## src/rtl/vigenere_stream_cipher_if.sv

```systemverilog
// Character stream bundle between the mod26 decoder, the cipher engine and the encoder.
// The master side feeds characters in and drains results; the slave side is the engine.
interface vigenere_stream_cipher_if;
  logic       in_valid;
  logic       in_ready;
  logic [7:0] in_char;
  logic       mode;
  logic       out_valid;
  logic       out_ready;
  logic [7:0] out_char;

  modport master (
    output in_valid, in_char, mode, out_ready,
    input  in_ready, out_valid, out_char
  );

  modport slave (
    input  in_valid, in_char, mode, out_ready,
    output in_ready, out_valid, out_char
  );
endinterface

```

## src/rtl/vigenere_stream_cipher.sv

```systemverilog
// Streaming Vigenere encrypt/decrypt on mod26 codes with a loadable key of up to KEY_MAX letters.
// One character per cycle, registered output, spaces and non-letters pass as space without using a key slot.
module vigenere_stream_cipher #(
  parameter int KEY_MAX = 6
) (
  input  logic                           clk,
  input  logic                           resetn,
  input  logic                           key_load,
  input  logic                           key_valid,
  input  logic [7:0]                     key_char,
  input  logic                           key_done,
  input  logic                           msg_start,
  vigenere_stream_cipher_if.slave        stream,
  output logic [$clog2(KEY_MAX+1)-1:0]   key_len,
  output logic                           key_ok
);
  localparam int LEN_W = $clog2(KEY_MAX + 1);
  localparam int SLOTS = 1 << LEN_W;

  typedef enum logic [1:0] {NOKEY, LOAD, RUN} state_t;

  state_t             state_reg, state_next;
  logic [LEN_W-1:0]   key_len_reg;
  logic [LEN_W-1:0]   idx_reg;
  logic [4:0]         key_reg [SLOTS];
  logic               out_valid_reg;
  logic [7:0]         out_char_reg;

  logic               key_store;
  logic               in_ready_int;
  logic               accept;
  logic               in_is_letter;
  logic [4:0]         k_cur;
  logic [4:0]         c_cur;
  logic [5:0]         sum;
  logic [5:0]         diff;
  logic [7:0]         result;
  logic [LEN_W-1:0]   idx_next;

  assign key_store    = (state_reg == LOAD) && key_valid && !key_load &&
                        (key_char < 8'd26) && (key_len_reg < LEN_W'(KEY_MAX));
  assign in_ready_int = (state_reg == RUN) && (!out_valid_reg || stream.out_ready) && !key_load;
  assign accept       = stream.in_valid && in_ready_int;
  assign in_is_letter = (stream.in_char < 8'd26);

  assign k_cur = key_reg[idx_reg];
  assign c_cur = stream.in_char[4:0];
  assign sum   = {1'b0, c_cur} + {1'b0, k_cur};
  assign diff  = {1'b0, c_cur} - {1'b0, k_cur};

  // Operands are both below 26, so one conditional correction brings the result back into range.
  always_comb begin
    result = 8'd32;
    if (in_is_letter) begin
      if (!stream.mode) begin
        result = {2'b00, (sum >= 6'd26) ? (sum - 6'd26) : sum};
      end else begin
        result = {2'b00, diff[5] ? (diff + 6'd26) : diff};
      end
    end
  end

  assign idx_next = (idx_reg == key_len_reg - LEN_W'(1)) ? '0 : idx_reg + LEN_W'(1);

  always_comb begin
    state_next = state_reg;
    if (key_load) begin
      state_next = LOAD;
    end else if ((state_reg == LOAD) && key_done) begin
      // A character stored in the same cycle as key_done counts toward a usable key.
      state_next = ((key_len_reg != '0) || key_store) ? RUN : NOKEY;
    end
  end

  generate
    for (genvar gi = 0; gi < SLOTS; gi++) begin : g_key
      always_ff @(posedge clk or negedge resetn) begin
        if (!resetn) begin
          key_reg[gi] <= 5'd0;
        end else if (key_store && (key_len_reg == LEN_W'(gi))) begin
          key_reg[gi] <= key_char[4:0];
        end
      end
    end
  endgenerate

  always_ff @(posedge clk or negedge resetn) begin
    if (!resetn) begin
      state_reg     <= NOKEY;
      key_len_reg   <= '0;
      idx_reg       <= '0;
      out_valid_reg <= 1'b0;
      out_char_reg  <= 8'd32;
    end else begin
      state_reg <= state_next;
      if (key_load) begin
        key_len_reg   <= '0;
        idx_reg       <= '0;
        out_valid_reg <= 1'b0;
      end else begin
        if (key_store) begin
          key_len_reg <= key_len_reg + LEN_W'(1);
        end
        if (accept) begin
          out_valid_reg <= 1'b1;
          out_char_reg  <= result;
        end else if (stream.out_ready) begin
          out_valid_reg <= 1'b0;
        end
        if (msg_start) begin
          idx_reg <= '0;
        end else if (accept && in_is_letter) begin
          idx_reg <= idx_next;
        end
      end
    end
  end

  assign stream.in_ready  = in_ready_int;
  assign stream.out_valid = out_valid_reg;
  assign stream.out_char  = out_char_reg;
  assign key_len          = key_len_reg;
  assign key_ok           = (state_reg == RUN);
endmodule

```

## src/flat_wrapper.sv

```systemverilog
// flat-port wrapper written by rule: the top's interface ports become plain ports
module vigenere_stream_cipher_flat 
#(
  parameter int KEY_MAX = 6
)
  (clk, resetn, key_load, key_valid, key_char, key_done, msg_start, key_len, key_ok, stream_in_valid, stream_in_char, stream_mode, stream_out_ready, stream_in_ready, stream_out_valid, stream_out_char);
  vigenere_stream_cipher_if stream_i ();
  input  logic clk;
  input  logic resetn;
  input  logic key_load;
  input  logic key_valid;
  input  logic [7:0] key_char;
  input  logic key_done;
  input  logic msg_start;
  output logic [$clog2(KEY_MAX+1)-1:0] key_len;
  output logic key_ok;
  input wire logic [$bits(stream_i.in_valid)-1:0] stream_in_valid;
  input wire logic [$bits(stream_i.in_char)-1:0] stream_in_char;
  input wire logic [$bits(stream_i.mode)-1:0] stream_mode;
  input wire logic [$bits(stream_i.out_ready)-1:0] stream_out_ready;
  output wire logic [$bits(stream_i.in_ready)-1:0] stream_in_ready;
  output wire logic [$bits(stream_i.out_valid)-1:0] stream_out_valid;
  output wire logic [$bits(stream_i.out_char)-1:0] stream_out_char;
  assign stream_i.in_valid = stream_in_valid;
  assign stream_i.in_char = stream_in_char;
  assign stream_i.mode = stream_mode;
  assign stream_i.out_ready = stream_out_ready;
  assign stream_in_ready = stream_i.in_ready;
  assign stream_out_valid = stream_i.out_valid;
  assign stream_out_char = stream_i.out_char;
  vigenere_stream_cipher #(.KEY_MAX(KEY_MAX)) u_core (.clk(clk), .resetn(resetn), .key_load(key_load), .key_valid(key_valid), .key_char(key_char), .key_done(key_done), .msg_start(msg_start), .stream(stream_i), .key_len(key_len), .key_ok(key_ok));
endmodule
```

## config.mk

```make
export PLATFORM = sky130hd
export DESIGN_NAME = vigenere_stream_cipher_flat
export DESIGN_NICKNAME = d
export VERILOG_FILES = /design/src/rtl/vigenere_stream_cipher_if.sv /design/src/rtl/vigenere_stream_cipher.sv /design/src/flat_wrapper.sv
export SDC_FILE = /design/constraint.sdc
export NUM_CORES = 1
export LEC_CHECK = 0
export ABC_AREA = 1
export CELL_PAD_IN_SITES_DETAIL_PLACEMENT = 0
export CELL_PAD_IN_SITES_GLOBAL_PLACEMENT = 1
export CORE_ASPECT_RATIO = 1.5
export CORE_MARGIN = 2
export CORE_UTILIZATION = 40
export DETAILED_ROUTE_END_ITERATION = 10
export PLACE_DENSITY = 0.85
export SLEW_MARGIN = 20
export SYNTH_ARGS = -nofsm -noshare
export SYNTH_HDL_FRONTEND = slang
export SYNTH_SLANG_ARGS = --single-unit
```

## constraint.sdc

```tcl
create_clock -name clk -period 6.58 [get_ports clk]
set_clock_uncertainty 0.1 [all_clocks]
set_input_delay 1.645 -clock clk [delete_from_list [all_inputs] [get_ports clk]]
set_output_delay 1.645 -clock clk [all_outputs]
set_load 0.01 [all_outputs]
```

; Word level (Yosys, flattened, before mapping)
; Cells that the tools add are included.
; W data, S select, Z words.
[word_totals]
register_bits = 57
[classes]
add_sub_neg = 7
order_cmp = 5
n_eq_ne = 10
mux = 19
bitwise_logic = 2
reduce_logical = 28
[ops]
columns = op, n
row1 = $mux W6, 4
row2 = $mux W3, 6
row3 = $logic_and A1 B1 Y1, 17
row4 = $lt A8 B5 Y1 const B, 2
row5 = $bmux W5 S3, 1
row6 = $eq A3 B3 Y1 const B, 4
row7 = $mux W5, 2
row8 = $reduce_bool A3 Y1, 3
row9 = $add A3 B1 Y3 const B, 2
row10 = $add A5 B5 Y6, 1
row11 = $add A6 B5 Y6 const B, 1
row12 = $eq A3 B2 Y1 const B, 2
row13 = $ge A6 B5 Y1 const B, 1
row14 = $mux W2, 3
row15 = $sub A5 B5 Y6, 1
row16 = $sub A6 B5 Y6 const B, 1
row17 = $ge A4 B4 Y1 const B, 1
row18 = $not A3 Y4, 1
row19 = $reduce_bool A2 Y1, 2
row20 = $eq A3 B1 Y1 const B, 1
row21 = $eq A3 B3 Y1, 1
row22 = $logic_not A3 Y1, 1
row23 = $lt A3 B3 Y1 const B, 1
row24 = $mux W1, 3
row25 = other kinds (7), 9

; Longest topological paths before layout
[depth]
word_depth = 9
depth_mapped = 22
ltp_nobuf = 20

; Least setup slack after synthesis
; No wires, ideal clock.
[synth_path]
path_kind = input to output
from = input port stream_out_ready
to = output port stream_in_ready
arrival_time_ns = 1.905
t_required_ns = 4.835
setup_slack_ns = 2.930
stages = 2
path_buffers = 0
cell_sequence = nor2_1 > nor3_4
[synth_via]
elab_chain_cells = 3
[synth_rtl]
columns = item, line
row1 = "start, declared", flat_wrapper.sv:20  ; input wire logic [$bits(stream_i.out_ready)-1:0] stream_out_ready;
row2 = $logic_or A1 B1 Y1, vigenere_stream_cipher.sv:42  ; assign in_ready_int = (state_reg == RUN) && (!out_valid_reg || stream.out_ready) && !key_load;
row3 = $logic_and A1 B1 Y1 (2 in series), vigenere_stream_cipher.sv:42
row4 = "end, declared", flat_wrapper.sv:21  ; output wire logic [$bits(stream_i.in_ready)-1:0] stream_in_ready;
; Every way passes these cells.

; Worst setup path after layout
[layout_path]
from = input port key_load
to = output port stream_in_ready
[layout_via]
elab_chain_cells = 2
[layout_rtl]
columns = item, line
row1 = "start, declared", flat_wrapper.sv:10  ; input logic key_load;
row2 = $logic_not A1 Y1, vigenere_stream_cipher.sv:42
row3 = $logic_and A1 B1 Y1, vigenere_stream_cipher.sv:42
; Every way passes these cells.

==> flow_summary_export.csv <==
group,metric,value,unit
global_route,grt_max_degree,56,
placement,port_buffers,36,
sta,fin_tns_setup,0,ns
worst_setup_path,crit_chain,"clkdlybuf4s50_1, nor3_4, clkdlybuf4s50_1",
worst_setup_path,crit_fanout,4,
power_and_ir_drop,p_seq_share,37.2,%
worst_setup_path,cp-start-kind,"input port",
sta,min_period,4.70,ns
worst_setup_path,reg2reg_depth,16,
power_and_ir_drop,p_sw,333,uW
clocking,holdBufCountCts,0,
worst_setup_path,worst_setup_path_end_kind,"output pin",
routing,vias,2963,
logic_synthesis,async_flop_share,100,%
global_route,grt_pass1_vias,3034,
global_route,grt_pass1_wl,13.9,mm
power_and_ir_drop,p_comb_share,34.3,%
clocking,htreeDepth,2,
sta,slew_violations,0,
clocking,clkTransAtPathRegs,0.07,ns
placement,place.gp.congestion,0.808,
clocking,clkLatencyLatePin,0.29,ns
worst_setup_path,max_stage_delay,0.56,ns
clocking,numCtsBuffers,5,
layout,drive_above_1_share,12.0,%
layout,largest_reg_flops,40,
logic_synthesis,synth_cell_type_count,44,
routing,wl_per_cell,13.5,um
die,initial_core_util,41.1,%
worst_setup_path,path_class,"input port to output pin",
power_and_ir_drop,pwr-share-clk,28.5,%
layout,antenna_cells,0,
logic_synthesis,syn_area,3610,um2
power_and_ir_drop,p_sw_share,34.9,%
sta,setup_violations,0,
die,die_x,81.6,um
clocking,cts_tree,"built",
routing,wl,8.10,mm
routing,drc_errors,0,
logic_synthesis,synth_seq_cells,55,
routing,ant_nets,0,
worst_setup_path,cp.arrival,2.96,ns
power_and_ir_drop,power,953,uW
clocking,cts_setup_buffers,0,
sta,worst_slew_pin_slew,0.865,ns
placement,dpl.hpwl,6.21,mm
routing,first_iter_violations,100,
sta,hold_viol,0,
worst_setup_path,crit_path_top_delay_cell,"clkdlybuf4s50_1",
logic_synthesis,avgSynthCellArea,7.90,um2
layout,nets,537,
routing,firstDrtPassIters,4,
clocking,cts_resized,0,
logic_synthesis,synth_edf_count,0,
power_and_ir_drop,ir_drop,151,uV
layout,synthToLayoutAreaGrowth,16.0,%
worst_hold_path,holdCritStartpoint,"u_core.stream.out_char[1]$_DFFE_PN0P_",
logic_synthesis,yosysWarnings,0,
logic_synthesis,ys.flop_type,"dfrtp_1",
clocking,clock-root-buffer,"clkbuf_16",
layout,fillCellCount,875,
job,cap_violations,0,
power_and_ir_drop,internal_power,620,uW
die,rows,42,
worst_hold_path,min_path_type,"flip-flop to flip-flop",
worst_setup_path,reg2reg_from,"u_core.idx_reg[0]$_DFFE_PN0P_",
routing,vias_per_cell,4.93,
die,ios,39,
placement,post-place-ws,1.87,ns
worst_setup_path,cpMostUsedCell,"clkdlybuf4s50_1",
clocking,cts_num_sinks,55,
global_route,grt_usage,18.2,%
worst_hold_path,holdPathStages,2,
logic_synthesis,synthCells,457,
power_and_ir_drop,power.leakage,0.00202,uW
logic_synthesis,seq_area_frac_synth,38.1,%
global_route,antenna_found_initial,0,
clocking,cts_buffer_depth,2,
sta,fmax,0.213,GHz
worst_setup_path,crit_start,"key_load",
worst_setup_path,crit_required,4.84,ns
sta,slew_headroom,42.3,%
status,status,"completed",
sta,finalCritPeriodShare,71.5,%
global_route,grt_overflow_total,0,
die,coreArea,8780,um2
die,dieArea,9820,um2
sta,whs,0.386,ns
sta,worst_slack,1.88,ns
die,die_h,120,um
sta,grt_setup_unrepaired,"false",
power_and_ir_drop,power_density,228,nW/um2
layout by cell type, fill, tap and decap left out, types with 2 or more instances in the layout:
master	synthesis	final
a21oi_1	8	8
clkbuf_16	0	5
clkdlybuf4s50_1	0	35
conb_1	1	2
dfrtp_1	54	54
fa_1	2	2
ha_1	20	20
inv_1	41	41
inv_2	10	10
nand2_1	115	115
nand2_2	14	14
nand2_4	4	4
nand3_1	22	22
nand3_2	2	2
nand3_4	6	6
nand3b_1	2	2
nand4_1	2	2
nor2_1	39	39
o21ai_0	28	28
o21ai_1	43	43
o22ai_1	10	10
xnor2_1	4	4
worst max-delay path: cells and delay by family:
| family | cells | cell delay [ns] |
|---|---|---|
| simple gates | 1 | 0.24 |
| buf+inv | 2 | 1.07 |
cell type report:
type / instances / area, um2 / share of cell area [%]
inverters: 54 / 221 / 5.29
multi-input cells: 337 / 1930 / 46.2
well taps: 110 / 138 / 3.29
clock buffers: 6 / 139 / 3.32
clock inverters: 2 / 16.3 / 0.388
flip-flops and latches: 55 / 1380 / 32.9
repair buffers: 37 / 363 / 8.66
power groups by stage:
| stage | Clock, uW | Combinational [uW] | Sequential (uW) |
|---|---|---|---|
| floorplan | 0 | 252 | 360 |
| global placement | 0 | 323 | 360 |
| detailed placement | 0 | 330 | 361 |
| CTS | 280 | 331 | 354 |
| global route | 293 | 376 | 356 |
| finish | 272 | 327 | 354 |
metrics by stage:
stage               cell area [um2]  instances  util [%]
floorplan                      3610        458         -
global placement               4030        593      46.0
detailed placement             4030        593      46.0
CTS                            4190        601      47.7
global route                   4190        601      47.7
finish                         4190        601      47.7
cell usage after synthesis, types with 2 or more instances:
cell type,n,area (um2)
inv_1,41,154
nand3_4,6,105
nand2_1,115,432
buf_2,3,15.0
buf_4,2,15.0
buf_6,3,33.8
o21ai_0,28,140
nand3_2,2,20.0
nand4_1,2,12.5
nor2_1,39,146
xnor2_1,4,35.0
dfrtp_1,54,1350
a21oi_1,8,40.0
o22ai_1,10,62.6
ha_1,20,250
nand3b_1,2,15.0
o21ai_1,43,215
nand3_1,22,110
inv_2,10,37.5
clkbuf_2,2,10.0
nand2_4,4,45.0
fa_1,2,40.0
nand2_2,14,87.6
cells by family after synthesis:
family          share of synthesized area [%]
xor+xnor                                 1.66
simple gates                             28.9
buf+inv                                  8.39
other cells                             0.104
fa+ha+maj                                8.04
flops                                    38.1
compound gates                           14.8
final timing paths:
kind	to	slack, ns
min in group asynchronous	u_core.key_reg[15]$_DFFE_PN0P_	1.36
max in group asynchronous	u_core.stream.out_valid$_DFFE_PN0P_	4.55
max	stream_in_ready	1.88
min	u_core.stream.out_char[1]$_DFFE_PN0P_	0.39
max reg2reg	u_core.stream.out_char[3]$_DFFE_PN0P_	2.66
min reg2reg	u_core.stream.out_char[1]$_DFFE_PN0P_	0.39
routing by layer:
| metal | track usage [%] | vias to the layer above | wire length (um) |
|---|---|---|---|
| met1 | 19.9 | 1354 | 3250 |
| met3 | 2.46 | 13 | 216 |
| met5 | 0 | - | 0 |
| met4 | 7.71 | 0 | 197 |
| met2 | 34.1 | 45 | 4430 |
| li1 | - | 1551 | - |
Power figures use the tool's default switching activity.
